[config.mk]
export PLATFORM = sky130hd
export DESIGN_NAME = ring_phase_monitor
export DESIGN_NICKNAME = d
export VERILOG_FILES = /design/src/rtl/ring_phase_monitor.sv
export SDC_FILE = /design/constraint.sdc
export NUM_CORES = 1
export LEC_CHECK = 0
export CAP_MARGIN = 0
export CORE_MARGIN = 3
export CORE_UTILIZATION = 40
export CTS_CLUSTER_SIZE = 16
export DETAILED_ROUTE_END_ITERATION = 10
export GPL_ROUTABILITY_DRIVEN = 0
export PLACE_DENSITY = 0.79
export SKIP_CTS_REPAIR_TIMING = 1
export SYNTH_ARGS = -nofsm -noshare
export SYNTH_HDL_FRONTEND = slang
export SYNTH_SLANG_ARGS = --single-unit
[constraint.sdc]
create_clock -name clk -period 2.1 [get_ports clk]
set_input_delay 0.42 -clock clk [delete_from_list [all_inputs] [get_ports clk]]
set_output_delay 0.42 -clock clk [all_outputs]
set_load 0.01 [all_outputs]
[src/rtl/ring_phase_monitor.sv]
// ring_phase_monitor: encodes a one-hot ring to a phase index, checks ring legality and counts revolutions
//   clk, reset (async, active-high)
//   ring_in[WIDTH], ring_valid, err_clear                -> inputs
//   phase, phase_valid, rev_tick, rev_count              -> registered phase tracking
//   err_onehot, err_seq (sticky), err_count              -> error reporting
//   RING_MON_ERR_CNT_EN enables the saturating err_count; otherwise err_count is 0
module ring_phase_monitor #(
  parameter int WIDTH     = 4,
  parameter int CNT_W     = 8,
  parameter int ERR_CNT_W = 8
) (
  input  logic                     clk,
  input  logic                     reset,
  input  logic [WIDTH-1:0]         ring_in,
  input  logic                     ring_valid,
  input  logic                     err_clear,
  output logic [$clog2(WIDTH)-1:0] phase,
  output logic                     phase_valid,
  output logic                     rev_tick,
  output logic [CNT_W-1:0]         rev_count,
  output logic                     err_onehot,
  output logic                     err_seq,
  output logic [ERR_CNT_W-1:0]     err_count
);
  localparam int PW = $clog2(WIDTH);
  typedef enum logic {IDLE, TRACK} state_t;
  state_t state, state_n;
  logic [WIDTH-1:0] prev, prev_n;
  logic [PW-1:0] idx, phase_n;
  logic [CNT_W-1:0] cnt_n;
  logic is_oh, legal, take, pv_n, tick_n, set_oh, set_seq, eoh_n, eseq_n;
  always_comb begin
    idx = '0;
    for (int i = 0; i < WIDTH; i++) if (ring_in[i]) idx = PW'(i);
  end
  assign is_oh = ring_in != '0 && (ring_in & (ring_in - WIDTH'(1))) == '0;
  // in IDLE any one-hot word is an acquire; in TRACK it must be the rotate of prev
  assign legal = is_oh && (state == IDLE || ring_in == {prev[WIDTH-2:0], prev[WIDTH-1]});
  assign take  = ring_valid && legal;
  always_comb begin
    state_n = take ? TRACK : IDLE;
    prev_n  = take ? ring_in : prev;
    phase_n = take ? idx : phase;
    pv_n    = take;
    tick_n  = take && state == TRACK && prev[WIDTH-1];
    cnt_n   = rev_count + CNT_W'(tick_n);
    set_oh  = ring_valid && !is_oh;
    set_seq = ring_valid && is_oh && !legal;
    eoh_n   = set_oh || (err_onehot && !err_clear);
    eseq_n  = set_seq || (err_seq && !err_clear);
  end
  always_ff @(posedge clk or posedge reset) begin
    if (reset) begin
      state       <= IDLE;
      prev        <= '0;
      phase       <= '0;
      phase_valid <= 1'b0;
      rev_tick    <= 1'b0;
      rev_count   <= '0;
      err_onehot  <= 1'b0;
      err_seq     <= 1'b0;
    end else begin
      state       <= state_n;
      prev        <= prev_n;
      phase       <= phase_n;
      phase_valid <= pv_n;
      rev_tick    <= tick_n;
      rev_count   <= cnt_n;
      err_onehot  <= eoh_n;
      err_seq     <= eseq_n;
    end
  end
`ifdef RING_MON_ERR_CNT_EN
  logic [ERR_CNT_W-1:0] ecnt_n;
  assign ecnt_n = (set_oh || set_seq)
                ? (err_clear ? ERR_CNT_W'(1) : err_count + ERR_CNT_W'(err_count != '1))
                : (err_clear ? '0 : err_count);
  always_ff @(posedge clk or posedge reset) begin
    if (reset) err_count <= '0;
    else err_count <= ecnt_n;
  end
`else
  assign err_count = '0;
`endif
endmodule

==> results.cfg <==
[setup_path]
cp-start-kind = input port
crit_family = simple AND/OR/NAND/NOR gates
cpMaxStageDelayCell = or4b_4
path_max_fanout = 3
cp.arrival_ns = 2.31
max_stage_delay_ns = 0.56
crit_buf_inv = 1
critPathKind = in2reg
r2r_cells = 9
cp-end-kind = register
crit_path_cell_trace = dlymetal6s2s_1 -> or4b_4 -> o311ai_4 -> nand2_2 -> nor2_4 -> ha_4 -> and3_4 -> nand3_2 -> or2_4 -> xnor2_2
required_ns = 2.29
worst-path-stages = 10

[synthesis]
avgSynthCellArea_um2 = 12.0
ys_dominant_reg_cell = dfrtp_1
synth_seq_cells = 18
synthDistinctLibCells = 21
async_flop_share_pct = 100
syn_area_um2 = 901
synthCells = 75
synth_edf_count = 0
ys_warn_count = 0
synth_seq_area_share_pct = 50.0

[routing]
dr_wl_met3_um = 92
first_pass_iters = 1
route.detailed.drc = 0
drtIter0Drc = 0
num_vias = 641
top_layer = met4
met2_length_um = 1070
m1WireLength_um = 757
wire_per_inst_um = 13.8
drtAntennaViolNets = 0
viasPerCell = 4.51
finalWirelength_um = 1960

[die]
num_rows = 16
initial_core_util_pct = 44.1
die_w_um = 53.5
ios = 30
die-area_mm2 = 0.00286
core_area_mm2 = 0.00204
die_h_um = 53.5

[layout]
layout-drive-gt1-share_pct = 35.7
antenna_cells = 0
fin_area_mm2 = 0.00134
syn_to_final_growth_pct = 49.2
finish.net_count = 126
final_common_cell = dfrtp_1
layout_common_cells = dfrtp_1, clkdlybuf4s50_1, buf_4

[sta]
tightestPinTransition_ns = 0.663
drv_slew = 0
hold_viol = 0
fin_ws_ns = -0.0164
min_period_over_period_pct = 101
setup_viol = 1
period_minus_slack_ns = 2.12
rsz0062_at_grt = yes
finClkSkew_ns = 0.00268
fmax_mhz = 472
slew_headroom_pct = 55.8

[global_routing]
grt_overflow_total = 0
grt_pass1_wl_um = 3040
track_usage_pct = 15.7
antenna_found_initial = 0
grt_pass1_vias = 680
grt_max_degree = 19

[cts]
clk_pin_slew_ns = 0.10
htreeDepth = 1
insertion_delay_ns = 0.30
cts_sinks = 18
cts_root_buf = clkbuf_4
cts_tree = built
cts_made_buffers = 3
clk_path_buf_depth = 2

[power_and_ir_drop]
p_switching_uw = 236
peakVddDrop_mv = 0.553
clkPwrFrac_pct = 24.5
power.internal_uw = 626
p_per_area_mw_per_mm2 = 641
combinationalPowerShare_pct = 27.5
sw_frac_of_total_pct = 27.3
p_seq_share_pct = 48.1
p_leak_nw = 0.680

[placed_design]
port_buffers = 21
dp_slack_ns = -0.741
placed_area_mm2 = 0.00124
dp_hpwl_um = 1430

[run_status]
violations = setup timing
run_status = finished, violations left

[worst_hold_path]
holdPathStages = 1
worstHoldPathType = reg2reg

[job]
maxCapViolCount = 0
## flip-flops by register name, indices dropped and copies added, names as in the netlist
name and flops:
phase 2, err_seq 1, phase_valid 1, rev_tick 1
prev 4, rev_count 8, err_onehot 1
## power by group through the flow
| stage | clock [mW] | sequential (mW) | combinational (mW) |
|---|---|---|---|
| 5_1_grt | 0.230 | 0.418 | 0.259 |
| 3_5_place_dp | 0 | 0.417 | 0.217 |
| 6_report | 0.211 | 0.414 | 0.237 |
| 4_1_cts | 0.217 | 0.410 | 0.218 |
| 2_1_floorplan | 0 | 0.418 | 0.117 |
| 3_3_place_gp | 0 | 0.414 | 0.210 |
## cell usage after synthesis (2+ instances only)
cell type,instances,area (um2)
ha_1,2,25.0
mux2i_1,2,20.0
nand3_1,4,20.0
buf_4,8,60.1
o22ai_1,2,12.5
xnor2_1,5,43.8
nor2_1,4,15.0
xor2_1,6,52.6
mux2_4,4,60.1
or4b_1,2,20.0
inv_1,7,26.3
nand2_1,3,11.3
dfrtp_1,18,450
## layout make-up
type | instances | area [um2]
clock buffers | 4 | 36.3
flip-flops and latches | 18 | 450
well taps | 27 | 33.8
multi-input cells | 48 | 453
repair buffers | 38 | 344
fillers | 156 | 698
inverters | 7 | 26.3
## routing by layer
metal / GRT usage [%] / vias to the layer above
met1: 17.8 / 305
li1: - / 313
met4: 8.51 / 0
met5: 0 / -
met3: 5.07 / 4
met2: 25.9 / 19
## per-stage QoR
| step | std cells | setup TNS (ns) | total power, mW | hold slack [ns] | util (%) |
|---|---|---|---|---|---|
| floorplan | 82 | -0.271 | 0.535 | 0.359 | - |
| global placement | 136 | -5.00 | 0.624 | 0.469 | 61.0 |
| detailed placement | 136 | -6.66 | 0.634 | 0.480 | 61.0 |
| CTS | 140 | -2.08 | 0.845 | 0.498 | 62.7 |
| global route | 142 | -0.311 | 0.907 | 0.530 | 65.8 |
| finish | 142 | -0.0164 | 0.862 | 0.515 | 65.8 |
## worst paths after layout
check,from,to,slack [ns]
max,ring_in[1],rev_count[7]$_DFF_PP0_,-0.02
min,rev_count[7]$_DFF_PP0_,rev_count[7]$_DFF_PP0_,0.51
max reg2reg,prev[3]$_DFFE_PP0N_,rev_count[7]$_DFF_PP0_,0.01
min reg2reg,rev_count[7]$_DFF_PP0_,rev_count[7]$_DFF_PP0_,0.51
max in group asynchronous,reset,prev[2]$_DFFE_PP0N_,1.16
min in group asynchronous,reset,err_seq$_DFF_PP0_,0.52
## logic make-up (layout without fill, tap and decap cells)
kind of cell    after synthesis  count (layout)  share of synthesized area, %
xor+xnor                     11              11                          10.7
simple gates                 17              17                          11.4
compound gates                4               4                          5.00
other cells                   1               8                         0.416
buf+inv                      16              49                          10.8
mux                           6               6                          8.89
fa+ha+maj                     2               2                          2.78
flops                        18              18                          50.0
## worst reg2reg max path: stages (launching register included)
cell     delay [ns]
dfrtp_1        0.42
xor2_1         0.18
nor4_2         0.31
nand3_1        0.16
nor2_4         0.15
ha_4           0.15
and3_4         0.17
nand3_2        0.07
or2_4          0.25
xnor2_2        0.13
Note: power is estimated with default switching activity, not from simulation.
